<file path="config.mk">
export PLATFORM = sky130hd
export DESIGN_NAME = turn_signal_input_conditioner_flat
export DESIGN_NICKNAME = d
export VERILOG_FILES = /design/src/rtl/tail_light_pkg.sv /design/src/rtl/turn_signal_input_conditioner_if.sv /design/src/rtl/turn_signal_input_conditioner_switch_debounce.sv /design/src/rtl/turn_signal_input_conditioner.sv /design/src/flat_wrapper.sv
export SDC_FILE = /design/constraint.sdc
export NUM_CORES = 1
export LEC_CHECK = 0
export BUFFER_PORTS_ARGS = -buffer_cell sky130_fd_sc_hd__buf_2
export CORE_AREA = 2 2 78 155
export CTS_CLUSTER_SIZE = 14
export DETAILED_ROUTE_END_ITERATION = 6
export DIE_AREA = 0 0 80 157
export GPL_TIMING_DRIVEN = 0
export PLACE_DENSITY = 0.7
export SETUP_SLACK_MARGIN = 0.1
export SYNTH_ARGS = -nofsm -noshare
export SYNTH_HDL_FRONTEND = slang
export SYNTH_HIERARCHICAL = 1
export SYNTH_SLANG_ARGS = --single-unit
export TNS_END_PERCENT = 5
</file>
<file path="constraint.sdc">
create_clock -name clk -period 2.33 [get_ports clk]
set_input_delay 0.466 -clock clk [delete_from_list [all_inputs] [get_ports clk]]
set_output_delay 0.466 -clock clk [all_outputs]
set_load 0.02 [all_outputs]
</file>
<file path="src/rtl/tail_light_pkg.sv">
// Shared types and defaults for the tail-light input conditioner and sequencer FSM.
package tail_light_pkg;

  typedef enum logic [2:0] {
    CMD_IDLE,
    CMD_LEFT,
    CMD_RIGHT,
    CMD_HAZARD,
    CMD_BRAKE
  } cmd_t;

  localparam int DB_COUNT_DEF = 50_000;
  localparam int DB_W_DEF     = 16;
  localparam int TICK_DIV_DEF = 12_500_000;
  localparam int TICK_W_DEF   = 24;

  // Bit positions in the debug vector of debounced switch levels.
  localparam int IDX_LEFT   = 0;
  localparam int IDX_RIGHT  = 1;
  localparam int IDX_HAZARD = 2;
  localparam int IDX_BRAKE  = 3;

  // Left+right together is treated as a hazard request and outranks brake.
  function automatic cmd_t arbitrate(input logic l, input logic r, input logic h, input logic b);
    if (h || (l && r)) return CMD_HAZARD;
    else if (b)        return CMD_BRAKE;
    else if (l)        return CMD_LEFT;
    else if (r)        return CMD_RIGHT;
    else               return CMD_IDLE;
  endfunction

endpackage

</file>
<file path="src/rtl/turn_signal_input_conditioner_if.sv">
// Switch-side and sequencer-side signals of the turn-signal input conditioner.
interface turn_signal_input_conditioner_if;
  import tail_light_pkg::*;

  // No handshake: raw_* are free-running asynchronous levels; left/right/hazard/brake are
  // levels that change only on the edge where tick is high; tick is a one-clk pulse.
  logic       raw_left;
  logic       raw_right;
  logic       raw_hazard;
  logic       raw_brake;
  logic       left;
  logic       right;
  logic       hazard;
  logic       brake;
  logic       tick;
  cmd_t       cmd;
  logic [3:0] db_stable;

  modport master (
    output raw_left, raw_right, raw_hazard, raw_brake,
    input  left, right, hazard, brake, tick, cmd, db_stable
  );

  modport slave (
    input  raw_left, raw_right, raw_hazard, raw_brake,
    output left, right, hazard, brake, tick, cmd, db_stable
  );

endinterface

</file>
<file path="src/rtl/turn_signal_input_conditioner_switch_debounce.sv">
// Two-flop synchroniser plus counter debounce for one bouncing switch input.
module switch_debounce
  import tail_light_pkg::*;
#(
  parameter int DB_COUNT = DB_COUNT_DEF,
  parameter int DB_W     = DB_W_DEF
) (
  input  logic clk,
  input  logic Reset,
  input  logic raw,
  output logic stable
);

  localparam logic [DB_W-1:0] DB_LAST = DB_W'(DB_COUNT - 1);

  logic            meta_q;
  logic            sync_q;
  logic            stable_q, stable_d;
  logic [DB_W-1:0] cnt_q, cnt_d;

  // Any cycle where sync agrees with stable restarts the count, so short glitches vanish.
  always_comb begin
    stable_d = stable_q;
    cnt_d    = cnt_q;
    if (sync_q == stable_q) begin
      cnt_d = '0;
    end else if (cnt_q == DB_LAST) begin
      stable_d = sync_q;
      cnt_d    = '0;
    end else begin
      cnt_d = cnt_q + 1'b1;
    end
  end

  always_ff @(posedge clk or posedge Reset) begin
    if (Reset) begin
      meta_q   <= 1'b0;
      sync_q   <= 1'b0;
      stable_q <= 1'b0;
      cnt_q    <= '0;
    end else begin
      meta_q   <= raw;
      sync_q   <= meta_q;
      stable_q <= stable_d;
      cnt_q    <= cnt_d;
    end
  end

  assign stable = stable_q;

endmodule

</file>
<file path="src/rtl/turn_signal_input_conditioner.sv">
// Conditions the four tail-light switches into one command that changes only on the step tick.
module turn_signal_input_conditioner
  import tail_light_pkg::*;
#(
  parameter int DB_COUNT = DB_COUNT_DEF,
  parameter int DB_W     = DB_W_DEF,
  parameter int TICK_DIV = TICK_DIV_DEF,
  parameter int TICK_W   = TICK_W_DEF
) (
  input logic                            clk,
  input logic                            Reset,
  turn_signal_input_conditioner_if.slave sw
);

  localparam logic [TICK_W-1:0] TICK_LAST = TICK_W'(TICK_DIV - 1);

  logic              db_left, db_right, db_hazard, db_brake;
  logic [TICK_W-1:0] pcnt_q, pcnt_d;
  logic              tick;
  cmd_t              arb_cmd;
  cmd_t              cmd_q, cmd_d;

  switch_debounce #(.DB_COUNT(DB_COUNT), .DB_W(DB_W)) u_db_left (
    .clk(clk), .Reset(Reset), .raw(sw.raw_left), .stable(db_left)
  );
  switch_debounce #(.DB_COUNT(DB_COUNT), .DB_W(DB_W)) u_db_right (
    .clk(clk), .Reset(Reset), .raw(sw.raw_right), .stable(db_right)
  );
  switch_debounce #(.DB_COUNT(DB_COUNT), .DB_W(DB_W)) u_db_hazard (
    .clk(clk), .Reset(Reset), .raw(sw.raw_hazard), .stable(db_hazard)
  );
  switch_debounce #(.DB_COUNT(DB_COUNT), .DB_W(DB_W)) u_db_brake (
    .clk(clk), .Reset(Reset), .raw(sw.raw_brake), .stable(db_brake)
  );

  assign tick    = (pcnt_q == TICK_LAST);
  assign pcnt_d  = tick ? '0 : pcnt_q + 1'b1;
  assign arb_cmd = arbitrate(db_left, db_right, db_hazard, db_brake);
  // A stable change landing on the tick edge misses this load and waits a full step.
  assign cmd_d   = tick ? arb_cmd : cmd_q;

  always_ff @(posedge clk or posedge Reset) begin
    if (Reset) begin
      pcnt_q <= '0;
      cmd_q  <= CMD_IDLE;
    end else begin
      pcnt_q <= pcnt_d;
      cmd_q  <= cmd_d;
    end
  end

  assign sw.left      = (cmd_q == CMD_LEFT);
  assign sw.right     = (cmd_q == CMD_RIGHT);
  assign sw.hazard    = (cmd_q == CMD_HAZARD);
  assign sw.brake     = (cmd_q == CMD_BRAKE);
  assign sw.tick      = tick;
  assign sw.cmd       = cmd_q;
  assign sw.db_stable = {db_brake, db_hazard, db_right, db_left};

endmodule

</file>
<file path="src/flat_wrapper.sv">
// flat-port wrapper written by rule: the top's interface ports become plain ports
module turn_signal_input_conditioner_flat import tail_light_pkg::*;
#(
  parameter int DB_COUNT = DB_COUNT_DEF,
  parameter int DB_W     = DB_W_DEF,
  parameter int TICK_DIV = TICK_DIV_DEF,
  parameter int TICK_W   = TICK_W_DEF
)
  (clk, Reset, sw_raw_left, sw_raw_right, sw_raw_hazard, sw_raw_brake, sw_left, sw_right, sw_hazard, sw_brake, sw_tick, sw_cmd, sw_db_stable);
  turn_signal_input_conditioner_if sw_i ();
  input logic clk;
  input logic Reset;
  input wire logic [$bits(sw_i.raw_left)-1:0] sw_raw_left;
  input wire logic [$bits(sw_i.raw_right)-1:0] sw_raw_right;
  input wire logic [$bits(sw_i.raw_hazard)-1:0] sw_raw_hazard;
  input wire logic [$bits(sw_i.raw_brake)-1:0] sw_raw_brake;
  output wire logic [$bits(sw_i.left)-1:0] sw_left;
  output wire logic [$bits(sw_i.right)-1:0] sw_right;
  output wire logic [$bits(sw_i.hazard)-1:0] sw_hazard;
  output wire logic [$bits(sw_i.brake)-1:0] sw_brake;
  output wire logic [$bits(sw_i.tick)-1:0] sw_tick;
  output wire logic [$bits(sw_i.cmd)-1:0] sw_cmd;
  output wire logic [$bits(sw_i.db_stable)-1:0] sw_db_stable;
  assign sw_i.raw_left = sw_raw_left;
  assign sw_i.raw_right = sw_raw_right;
  assign sw_i.raw_hazard = sw_raw_hazard;
  assign sw_i.raw_brake = sw_raw_brake;
  assign sw_left = sw_i.left;
  assign sw_right = sw_i.right;
  assign sw_hazard = sw_i.hazard;
  assign sw_brake = sw_i.brake;
  assign sw_tick = sw_i.tick;
  assign sw_cmd = sw_i.cmd;
  assign sw_db_stable = sw_i.db_stable;
  turn_signal_input_conditioner #(.DB_COUNT(DB_COUNT), .DB_W(DB_W), .TICK_DIV(TICK_DIV), .TICK_W(TICK_W)) u_core (.clk(clk), .Reset(Reset), .sw(sw_i));
endmodule
</file>
Word level (Yosys, flattened, before mapping)
Cells that the tools add are included.
{"block": "word_totals", "regBits": 103}
{"block": "classes", "addsub": 5, "n_eq_ne": 13, "mux": 13, "bitwise": 4, "reduce_logical": 6}
{"cell": "$mux W16", "n": 8}
{"cell": "$add A16 B1 Y16 const B", "n": 4}
{"cell": "$eq A16 B16 Y1 const B", "n": 4}
{"cell": "$add A24 B1 Y24 const B", "n": 1}
{"cell": "$eq A24 B24 Y1 const B", "n": 1}
{"cell": "$mux W24", "n": 1}
{"cell": "$mux W3", "n": 3}
{"cell": "$reduce_and A2 Y1", "n": 4}
{"cell": "$eq A3 B2 Y1 const B", "n": 2}
{"cell": "$eq A1 B1 Y1", "n": 4}
{"cell": "$not A1 Y1", "n": 4}
{"cell": "$eq A3 B1 Y1 const B", "n": 1}
{"cell": "$eq A3 B3 Y1 const B", "n": 1}
{"cell": "$mux W2", "n": 1}
{"cell": "$logic_and A1 B1 Y1", "n": 1}
{"cell": "$logic_or A1 B1 Y1", "n": 1}

Logic depth before layout (Yosys ltp)
Gate-level depths: netlist of run 1.
{"block": "logic_depth", "word_depth": 4, "ltp_mapped": 7}

By module
Netlist of run 1, hierarchy kept.
{"module": "switch_debounce", "n_inst": 4, "cells_each": 87, "area_each_um2": 982.2, "seq_area_each_um2": 475.5}
{"module": "turn_signal_input_conditioner", "n_inst": 1, "cells_each": 132, "area_each_um2": 1340.0, "seq_area_each_um2": 675.6}

Worst setup path before layout of run 1
No wires, ideal clock.
{"block": "synth_timing", "path_kind": "register to output", "start": "register u_core.pcnt_q[0]", "end": "output sw_tick", "t_arrival_ps": 1633, "t_required_ps": 1864, "path_slack_ps": 231, "path_stages_with_launch": 6, "path_buffers": 1, "path_cell_list": "dfrtp_1 ha_1 nand4_2 or3_4 nor3_4 buf_2"}
{"block": "synth_between", "elab_chain_len": 1}
{"item": "start, declared", "line_no": "turn_signal_input_conditioner.sv:18", "source": "logic [TICK_W-1:0] pcnt_q, pcnt_d;"}
{"item": "start signal, assigned", "line_no": "turn_signal_input_conditioner.sv:47", "source": "pcnt_q <= pcnt_d;"}
{"item": "$eq A24 B24 Y1", "line_no": "turn_signal_input_conditioner.sv:36", "source": "assign tick = (pcnt_q == TICK_LAST);"}
{"item": "end, declared", "line_no": "flat_wrapper.sv:21", "source": "output wire logic [$bits(sw_i.tick)-1:0] sw_tick;"}
Every way passes these cells.

Worst setup path in the final report of run 1
{"block": "layout_timing", "start": "register u_core.pcnt_q[1]", "end": "output sw_tick"}
The elaborated chain is that of the path after synthesis.

==> flow_metrics.py, run 1 <==
metrics = {
    "pwr": {
        "ir_worst_vdd_mv": 0.4530,
        "power.density_mw_per_mm2": 579.0,
        "power.leakage_uw": 0.002658,
    },
    "clock_tree": {
        "numClockSinks": 103,
        "cts_tree": "done",
        "hold_buffers": 0,
        "clk_latency_ns": 0.34,
        "cts-root-buf": "clkbuf_16",
        "htree_levels": 3,
        "clockBufferDepth": 2,
        "path_clk_slew_ns": 0.06,
        "cts_buffers": 9,
    },
    "timing": {
        "rsz0062_at_grt": "yes",
        "post-route-period-util_pct": 97.31,
        "fin_skew_ns": 0.004090,
        "tightest_slew_ns": 1.007,
        "timing.fmax_mhz": 441.1,
        "slew_viol_final": 0,
        "final-hold-violation-count": 0,
        "min_period_ns": 2.267,
        "slew_headroom_pct": 32.82,
        "setup_viol": 0,
        "worst_slack_ns": 0.06279,
    },
    "floorplanning": {
        "rows": 55,
        "initial_core_util_pct": 46.69,
        "die_h_microns": 157,
        "dieWidth_microns": 80,
        "num_io_pins": 18,
        "die-area_sq_mm": 0.01256,
        "core_area_sq_mm": 0.01129,
    },
    "placement": {
        "place_congestion": 0.7923,
        "hpwlAfterDp_microns": 6935,
        "io_buffers": 17,
        "placed_cell_area_sq_mm": 0.005532,
        "pre_cts_ws_ns": -0.1188,
        "placed_cells": 639,
    },
    "logic_synthesis": {
        "synthTopCellsByCount": "dfrtp_1 (103), nor2_1 (81), xnor2_1 (45)",
        "ys_ff_latch": 103,
        "synth_edf_count": 0,
        "syn_avg_cell_area_sq_um": 10.98,
        "async_flop_share_pct": 100.0,
        "yosys_warnings": 6,
        "synth_top_area_cell": "dfrtp_1",
        "synth_nets": 491,
        "synth_ff_type": "dfrtp_1",
        "synth.distinct_cells": 39,
        "synth_area_leaders": "dfrtp_1 (49%), xnor2_1 (7.5%), nor2_1 (5.8%), xor2_1 (5.7%), nor4_2 (3.1%)",
        "syn_inst": 480,
        "syn-cell-area_sq_mm": 0.005269,
        "synth.most_common_cell": "dfrtp_1",
        "yosysSeqAreaShare_pct": 48.92,
        "netlist.area_leader.share_pct": 48.92,
    },
    "detailed_routing": {
        "ant_nets": 0,
        "drc": 0,
        "detail_route.first_pass.iterations": 4,
        "drt_iter0_drc": 134,
        "finalWirelength_microns": 10020,
        "wl_per_cell_microns": 15.00,
        "via_per_inst": 5.383,
        "vias": 3596,
    },
    "critical_path": {
        "arrival_ns": 1.80,
        "cp-start-kind": "flip-flop",
        "cp_max_fo": 2,
        "worstPathBufferInverterCount": 2,
        "critical-path-top-delay-family": "simple AND/OR/NAND/NOR gates",
        "endpoint_kind": "primary output",
        "critPathKind": "flip-flop to primary output",
        "cpPeakStageDelay_ns": 0.41,
        "path_cells": "ha_4 > nand4_4 > or3_4 > nor3_4 > buf_6 > buf_6",
        "cpMaxStageDelayCell": "dfrtp_1",
        "crit_top_cell": "buf_6",
        "worstPathRequired_ns": 1.86,
    },
    "global_route": {
        "antenna_found_initial": 0,
        "gr-usage-met1_pct": 20.33,
        "track_usage_pct": 17.45,
        "grt_max_degree": 28,
        "gr-total-overflow": 0,
        "met2_usage_pct": 31.19,
        "grt_pass1_wl_microns": 17390,
        "grt.busiest_layer": "met2",
        "grt_util_met3_pct": 3.383,
        "first_global_vias": 3725,
    },
    "finish": {
        "area_delta_synth_final_pct": 14.20,
        "fin_nets": 532,
        "design_area_sq_mm": 0.006017,
        "ff_latch_area_sq_mm": 0.002577,
        "nFillCells": 1011,
        "utilization_pct": 53.31,
        "instances_no_fill": 668,
        "multi_input_area_sq_mm": 0.002487,
        "num_antenna_cells": 0,
        "drive_gt1_share_pct": 23.38,
    },
    "outcome": {
        "outcome": "finished clean",
    },
    "run": {
        "drv_cap": 0,
    },
    "hold_path": {
        "hold_path_class": "primary input to flip-flop",
    },
}
## cell type report
class / count / area share (%)
Timing Repair Buffer: 30 / 3.452
Clock inverter: 2 / 0.6238
Multi-Input combinational cell: 342 / 41.34
Clock buffer: 14 / 4.554
Tap cell: 142 / 2.953
Inverter: 13 / 0.8110
Sequential cell: 103 / 42.84
Buffer: 22 / 3.431
## placed cells by master, fill, tap and decap left out, types with 2 or more instances in the layout
master     count
a31oi_1        2
and2_1         4
and3_1        10
and3_2         4
and4_1         5
and4bb_1       4
buf_2         16
buf_4         20
buf_6         15
clkbuf_1       2
clkbuf_16      9
clkbuf_8       3
dfrtp_1      103
ha_1           4
inv_1         13
mux2_2         4
nand2_1       12
nand2_2        4
nand3_1       31
nand3_4        4
nand3b_1       3
nand4_1       25
nand4_2        4
nand4_4        5
nor2_1        79
nor2_2         9
nor3_1        10
nor3b_1        3
nor4_2        13
nor4b_2        5
nor4bb_1       4
o21ai_0        2
o21ai_1        3
xnor2_1       45
xor2_1        34
## cell families (layout without fill, tap and decap cells)
logic type	Yosys count	after routing	synth area share [%]
flops	103	103	48.92
compound gates	8	8	0.8548
mux	5	5	1.069
fa+ha+maj	5	5	1.187
xor+xnor	79	79	13.13
buf+inv	35	81	4.655
simple gates	245	245	30.18
## state kept, by name (all words and copies together) (netlist names)
register                   flops
u_core/u_db_brake/meta_q       1
u_core/u_db_right/meta_q       1
u_core/u_db_brake/cnt_q       16
u_core/u_db_left/sync_q        1
u_core/u_db_hazard/cnt_q      16
u_core/u_db_brake/sync_q       1
u_core/u_db_hazard/stable      1
u_core/u_db_left/cnt_q        16
u_core/u_db_brake/stable       1
u_core/u_db_right/sync_q       1
u_core/u_db_right/cnt_q       16
u_core/sw.cmd                  3
u_core/u_db_left/stable        1
u_core/u_db_hazard/sync_q      1
u_core/u_db_hazard/meta_q      1
u_core/u_db_left/meta_q        1
u_core/u_db_right/stable       1
u_core/pcnt_q                 24
## metrics by stage
stage | TNS [ns] | hold slack, ns | total power, uW
after detailed placement | -0.1188 | 0.3357 | 1977
after global placement | -0.09212 | 0.3345 | 1972
after CTS | 0 | 0.2187 | 3527
final | 0 | 0.2293 | 3484
after floorplan | 0 | 0.3312 | 1943
after global routing | -0.06452 | 0.2167 | 3616
## final timing paths
path                                           from                       end  slack, ns  cells past startpoint
max in group asynchronous                     Reset          u_core/pcnt_q[7]       1.30                      2
hold reg to reg            u_core/u_db_brake/meta_q  u_core/u_db_brake/sync_q       0.35                      0
setup / recovery                   u_core/pcnt_q[1]                   sw_tick       0.06                      6
hold / removal                         sw_raw_brake  u_core/u_db_brake/meta_q       0.23                      1
setup reg to reg                   u_core/pcnt_q[1]         u_core/pcnt_q[17]       0.08                     13
min in group asynchronous                     Reset   u_core/u_db_left/sync_q       0.28                      2
## layer usage
metal  share of wire, %  routed length [microns]
met1                 40                     4042
met2                 55                     5489
met3                2.6                      259
met4                2.3                      230
met5                  0                        0
## power by group
part | total [uW] | internal (uW) | switching, uW | leakage, uW
logic | 98.2 | 28.7 | 69.5 | 0.00111
registers | 1840 | 1810 | 29.2 | 0.00140
clock network | 1540 | 922 | 623 | 0.000149
total | 3480 | 2760 | 722 | 0.00266
## timing repair
action	CTS	global route
gates resized for setup	8	12
setup endpoints to repair	1	9
hold endpoints to repair	0	0
pin swaps	3	1
buffers inserted	12	1
## worst reg2reg max path, stage by stage, from the launching register on
cell	delay, ns
dfrtp_1	0.41
ha_4	0.18
nand4_4	0.11
or3_4	0.37
nor3_4	0.15
buf_4	0.14
buf_6	0.09
buf_6	0.08
buf_6	0.08
buf_6	0.08
buf_6	0.09
buf_8	0.12
nand3b_1	0.12
o21ai_1	0.10
(Power assumes the default switching activity.)
==> inputs of run 2 (changes only) <==
--- a/config.mk
+++ b/config.mk
@@ -9,2 +9,3 @@
 export CORE_AREA = 2 2 78 155
+export CTS_CLUSTER_DIAMETER = 120
 export CTS_CLUSTER_SIZE = 14
==> constraint.sdc (replaced) <==
create_clock -name clk -period 2.33 [get_ports clk]
set_input_delay 0.233 -clock clk [delete_from_list [all_inputs] [get_ports clk]]
set_output_delay 0.233 -clock clk [all_outputs]
set_load 0.02 [all_outputs]
==> run 2 against run 1 <==
Power grew 0.14%. Largest cell class unchanged. Cell count decreased by 0.60%. Critical endpoint unchanged. Via count is 0.92% lower. Die area stayed put.
==> flow_metrics.py, run 2 (synthesis gave the netlist of run 1 again) <==
metrics = {
    "placement": {
        "placed_cells": 639,
        "hpwlAfterDp_microns": 6935,
        "pre_cts_ws_ns": 0.1142,
        "io_buffers": 17,
        "place_congestion": 0.7923,
    },
    "timing": {
        "fin_skew_ns": 0.004343,
        "tightest_slew_ns": 1.025,
        "timing.fmax_mhz": 459.7,
        "final-hold-violation-count": 0,
        "holdWs_ns": 0.05014,
        "min_period_ns": 2.175,
        "finalSetupTns_ns": 0,
        "worst_slack_ns": 0.1547,
        "post-route-period-util_pct": 93.36,
        "rsz0062_at_grt": "yes",
        "slew_headroom_pct": 31.61,
        "setup_viol": 0,
        "slew_viol_final": 0,
    },
    "critical_path": {
        "worstPathRequired_ns": 2.10,
        "arrival_ns": 1.94,
        "r2r_cells": 8,
        "path_cells": "ha_4 > nand4_4 > or3_4 > nor3_4 > buf_6 > buf_2",
        "cpPeakStageDelay_ns": 0.42,
        "cp-start-kind": "flip-flop",
        "cp_max_fo": 8,
        "rr_startpoint": "u_core/pcnt_q[1]",
        "endpoint_kind": "primary output",
        "cpMaxStageDelayCell": "dfrtp_1",
        "setup.worst_path.start": "u_core/pcnt_q[1]",
        "critPathKind": "flip-flop to primary output",
    },
    "detailed_routing": {
        "via_per_inst": 5.366,
        "drc": 0,
        "detail_route.first_pass.iterations": 4,
        "finalWirelength_microns": 9765,
        "drt_iter0_drc": 150,
        "ant_nets": 0,
        "wl_per_cell_microns": 14.71,
        "vias": 3563,
    },
    "floorplanning": {
        "core_area_sq_mm": 0.01129,
        "rows": 55,
        "num_io_pins": 18,
        "initial_core_util_pct": 46.69,
        "die-area_sq_mm": 0.01256,
        "die_h_microns": 157,
        "dieWidth_microns": 80,
    },
    "clock_tree": {
        "path_clk_slew_ns": 0.07,
        "cts_tree": "done",
        "cts_buffers": 9,
        "cts-root-buf": "clkbuf_16",
        "clk_latency_ns": 0.34,
        "htree_levels": 3,
        "numClockSinks": 103,
        "clockBufferDepth": 2,
    },
    "global_route": {
        "track_usage_pct": 16.98,
        "gr-usage-met1_pct": 19.99,
        "grt_pass1_wl_microns": 16990,
        "antenna_found_initial": 0,
        "grt.busiest_layer": "met2",
        "grt_util_met3_pct": 3.383,
        "first_global_vias": 3676,
        "gr-total-overflow": 0,
        "met2_usage_pct": 30.12,
        "grt_max_degree": 28,
    },
    "finish": {
        "instances_no_fill": 664,
        "nFillCells": 1018,
        "mostFrequentLayoutCells": "dfrtp_1 (103), nor2_1 (81), xnor2_1 (45)",
        "area_delta_synth_final_pct": 12.89,
        "ff_latch_area_sq_mm": 0.002577,
        "largest_reg_flops": 24,
        "multi_input_area_sq_mm": 0.002467,
        "fin_nets": 528,
        "drive_gt1_share_pct": 21.46,
        "num_antenna_cells": 0,
        "layout_commonest_cell": "dfrtp_1",
        "largest_register": "u_core/pcnt_q",
        "utilization_pct": 52.71,
    },
    "pwr": {
        "power.leakage_uw": 0.002620,
        "power.density_mw_per_mm2": 586.5,
        "ir_worst_vdd_mv": 0.4530,
    },
    "run": {
        "drv_cap": 0,
    },
    "hold_path": {
        "hold_path_class": "primary input to async pin",
    },
    "outcome": {
        "outcome": "finished clean",
    },
}
run 2: cell types whose count changed in the layout (fill, tap and decap cells not counted):
cell / change
nor4b_1: +1
mux2_2: +1
buf_4: -3
nor4b_2: -1
buf_2: +1
buf_8: -1
dlygate4sd3_1: +4
o21ai_1: -2
mux2_4: -1
nor2_4: -1
o21ai_0: +2
nor2_2: -1
nor2_1: +2
buf_6: -5
run 2: per-stage QoR:
| stage | instance area [sq um] | total power, uW |
|---|---|---|
| 2_1_floorplan | 5269 | 1943 |
| 3_3_place_gp | 5532 | 1972 |
| 3_5_place_dp | 5532 | 1977 |
| 4_1_cts | 5916 | 3532 |
| 5_1_grt | 5948 | 3623 |
| 6_report | 5948 | 3488 |
run 2: timing repair:
action                                  CTS  global route
endpoints found under the setup margin    1             1
cloned                                    0             0
setup buffers                             2             3
hold endpoints to repair                  4             0
gates resized for setup                   4             1
pin swaps                                 2             0
hold buffers                              4             0
run 2: area by class of cell:
cell class / count / area share [%]
Sequential cell: 103 / 43.33
Multi-Input combinational cell: 342 / 41.48
Clock buffer: 14 / 4.607
Buffer: 22 / 3.408
Tap cell: 142 / 2.987
Timing Repair Buffer: 26 / 2.735
Inverter: 13 / 0.8204
Clock inverter: 2 / 0.6310
run 2: worst paths after layout:
path | endpoint | slack [ns]
worst max-delay path | sw_tick | 0.15
worst min-delay path | u_core/u_db_left/sync_q | 0.05
worst max register to register | u_core/pcnt_q[20] | 0.47
worst min register to register | u_core/u_db_brake/sync_q | 0.35
max in group asynchronous | u_core/pcnt_q[8] | 1.52
min in group clk | u_core/u_db_brake/sync_q | 0.35
run 2: routing by layer:
metal	part of all wire, %	up-vias
met5	0	-
met4	2.2	0
met3	2.5	17
met2	54	51
met1	41	1769
li1	-	1726
run 2: worst max-delay path, delay by kind of cell (launching register included):
family                   cells  cell delay [ns]
flip-flops                   1             0.42
AND/OR/NAND/NOR              3             0.66
adder cells (fa/ha/maj)      1             0.19
buffers and inverters        2             0.32
run 2: where the power goes:
group	total, uW	internal [uW]	switching [uW]
sequential	1840	1810	29.1
clock	1540	922	623
combinational	103	33.0	70.0
==> inputs of run 3 (changes only) <==
Settings changed: CORE_AREA 2 2 78 155 to 2 2 75 149, DIE_AREA 0 0 80 157 to 0 0 77 151, PLACE_DENSITY 0.7 to 0.71, SYNTH_HIERARCHICAL 1 to not set.
==> run 3 against run 2 <==
The flow now finishes with violations (negative setup slack). Sequential power about the same. Clock power decreased by 6%. Fmax decreased by 13%. Synthesized cell count increased by 0.21%. Register-to-register slack got worse by 0.50 ns. Cell count increased by 0.60%. Non-clock buffer count unchanged. Global-route usage increased by 0.81 points. Clock skew increased by 0.0058 ns. Setup slack got worse by 0.32 ns. Sequential share of layout area increased by 2.1 points. Critical endpoint unchanged.
==> flow_metrics.py, run 3 <==
metrics = {
    "detailed_routing": {
        "detail_route.first_pass.iterations": 4,
        "wl_per_cell_microns": 14.58,
        "via_per_inst": 5.410,
        "finalWirelength_microns": 9737,
        "drc": 0,
        "highest_layer": "met4",
        "met2WireLength_microns": 5415,
        "route.met3.wl_microns": 234,
        "ant_nets": 0,
        "wl_met1_microns": 3852,
        "vias": 3614,
        "drt_iter0_drc": 188,
    },
    "clock_tree": {
        "numClockSinks": 103,
        "path_clk_slew_ns": 0.07,
        "cts_tree": "done",
        "cts-root-buf": "clkbuf_16",
        "cts_buffers": 9,
        "htree_levels": 3,
        "clk_latency_ns": 0.35,
        "clockBufferDepth": 2,
    },
    "logic_synthesis": {
        "syn_inst": 481,
        "ys_ff_latch": 103,
        "synth_ff_type": "dfrtp_1",
        "synth_nets": 492,
        "syn_avg_cell_area_sq_um": 10.12,
        "netlist.area_leader.share_pct": 52.93,
        "synthMuxAreaShare_pct": 1.567,
        "synthTopCellsByCount": "dfrtp_1 (103), nor2_1 (89), xnor2_1 (59)",
        "synth_compound_gate_area_share_pct": 3.469,
        "synth_top_area_cell": "dfrtp_1",
        "synth_area_leaders": "dfrtp_1 (53%), xnor2_1 (11%), nor2_1 (6.9%), nor4_1 (3.2%), nand3_1 (3.0%)",
        "yosys_warnings": 0,
        "synth-xor-area-share_pct": 13.31,
        "synth.most_common_cell": "dfrtp_1",
        "syn-cell-area_sq_mm": 0.004870,
        "synth-simple-area-share_pct": 24.54,
        "yosysSeqAreaShare_pct": 52.93,
        "synth.distinct_cells": 42,
        "synthAdderAreaFrac_pct": 1.285,
        "async_flop_share_pct": 100.0,
        "synth_edf_count": 0,
        "synth_top_family_by_area": "simple AND/OR/NAND/NOR gates",
    },
    "pwr": {
        "ir_worst_vdd_mv": 0.4060,
        "power.density_mw_per_mm2": 595.5,
        "power.leakage_uw": 0.002389,
    },
    "global_route": {
        "gr-total-overflow": 0,
        "first_global_vias": 3668,
        "antenna_found_initial": 0,
        "grt_pass1_wl_microns": 16380,
        "track_usage_pct": 17.79,
        "grt_max_degree": 42,
    },
    "finish": {
        "largest_reg_flops": 24,
        "utilization_pct": 54.28,
        "area_delta_synth_final_pct": 16.78,
        "layout_commonest_cell": "dfrtp_1",
        "mostFrequentLayoutCells": "dfrtp_1 (100), nor2_1 (89), xnor2_1 (59)",
        "num_antenna_cells": 0,
        "largest_register": "u_core.pcnt_q",
        "instances_no_fill": 668,
        "nFillCells": 959,
        "fin_nets": 539,
        "drive_gt1_share_pct": 14.50,
    },
    "timing": {
        "slew_viol_final": 0,
        "timing.fmax_mhz": 401.6,
        "worst_slack_ns": -0.1603,
        "fin_skew_ns": 0.01011,
        "setup_viol": 2,
        "tightest_slew_ns": 0.8556,
        "min_period_ns": 2.490,
        "rsz0062_at_grt": "yes",
        "finalSetupTns_ns": -0.1875,
        "slew_headroom_pct": 42.84,
        "final-hold-violation-count": 0,
        "post-route-period-util_pct": 106.9,
    },
    "floorplanning": {
        "die-area_sq_mm": 0.01163,
        "die_h_microns": 151,
        "dieWidth_microns": 77,
        "initial_core_util_pct": 46.48,
        "rows": 53,
        "num_io_pins": 18,
        "core_area_sq_mm": 0.01048,
    },
    "critical_path": {
        "cp-start-kind": "flip-flop",
        "cp_max_fo": 2,
        "critPathKind": "flip-flop to primary output",
        "reg2reg_slack_ns": -0.03,
        "worstPathRequired_ns": 2.10,
        "arrival_ns": 2.26,
        "cpPeakStageDelay_ns": 0.53,
        "critical-path-top-delay-family": "simple AND/OR/NAND/NOR gates",
        "endpoint_kind": "primary output",
        "path_cells": "or4_4 > or4_4 > buf_6 > nor2_8 > buf_8 > buf_6",
        "worstPathBufferInverterCount": 3,
        "cpMaxStageDelayCell": "or4_4",
    },
    "outcome": {
        "outcome": "complete, but fails checks",
        "violations": "negative setup slack",
    },
    "placement": {
        "placed_cells": 637,
        "io_buffers": 17,
        "place_congestion": 0.8006,
        "hpwlAfterDp_microns": 6581,
    },
    "run": {
        "drv_cap": 0,
    },
    "hold_path": {
        "hold_path_class": "primary input to async pin",
    },
}
run 3: final cells by class:
| class | instances | area (sq um) | area share, % |
|---|---|---|---|
| plain buffers | 12 | 90.09 | 1.584 |
| inverters | 19 | 75.07 | 1.320 |
| clock inverters | 3 | 46.29 | 0.8141 |
| flip-flops and latches | 103 | 2581 | 45.39 |
| multi-input cells | 347 | 2213 | 38.92 |
| clock buffers | 11 | 232.7 | 4.092 |
| well taps | 137 | 171.4 | 3.014 |
| repair buffers | 36 | 276.5 | 4.862 |
run 3: through the flow:
step | worst slack, ns | area (sq um) | hold slack (ns) | total power, uW
after CTS | -0.1818 | 5594 | 0.07084 | 3421
after global placement | -0.07626 | 5130 | 0.3341 | 1957
final | -0.1603 | 5687 | 0.05262 | 3386
after global routing | -0.1995 | 5687 | 0.1241 | 3513
after floorplan | 0.2222 | 4873 | 0.2644 | 1932
after detailed placement | -0.08698 | 5170 | 0.3355 | 1972
run 3: cells by family (layout without fill, tap and decap cells):
family | after synthesis | after routing
adder cells (fa/ha/maj) | 5 | 5
XOR/XNOR | 74 | 74
buffers and inverters | 31 | 81
AND/OR/NAND/NOR | 238 | 238
flip-flops | 103 | 103
multiplexers | 7 | 7
AO/OA/AOI/OAI | 23 | 23
run 3: repair_timing:
| action | in CTS | in global routing |
|---|---|---|
| setup endpoints to repair | 32 | 53 |
| gates cloned | 0 | 0 |
| pin swaps | 2 | 5 |
| hold buffers | 4 | 0 |
| gates resized for setup | 11 | 15 |
| endpoints found under the hold margin | 4 | 0 |
| setup buffers | 7 | 6 |
run 3: worst paths after layout:
path	endpoint	cells past startpoint	start
max	sw_tick	6	u_core.pcnt_q[9]
min	u_core.u_db_left.cnt_q[12]	2	Reset
max reg2reg	u_core.sw.cmd[2]	7	u_core.pcnt_q[9]
min reg2reg	u_core.u_db_hazard.sync_q	0	u_core.u_db_hazard.meta_q
max in group asynchronous	u_core.pcnt_q[6]	4	Reset
min in group clk	u_core.u_db_hazard.sync_q	0	u_core.u_db_hazard.meta_q
run 3: report_power, final:
part	internal, uW	switching [uW]	leakage (uW)	total (uW)
clock network	823	616	0.000132	1440
logic	41.7	73.9	0.000866	116
registers	1810	20.1	0.00139	1830
run 3: routing by layer:
metal | vias up | global-route usage (%)
li1 | 1762 | -
met1 | 1776 | 18.87
met2 | 53 | 33.90
met3 | 23 | 3.039
met4 | 0 | 8.125
met5 | - | 0
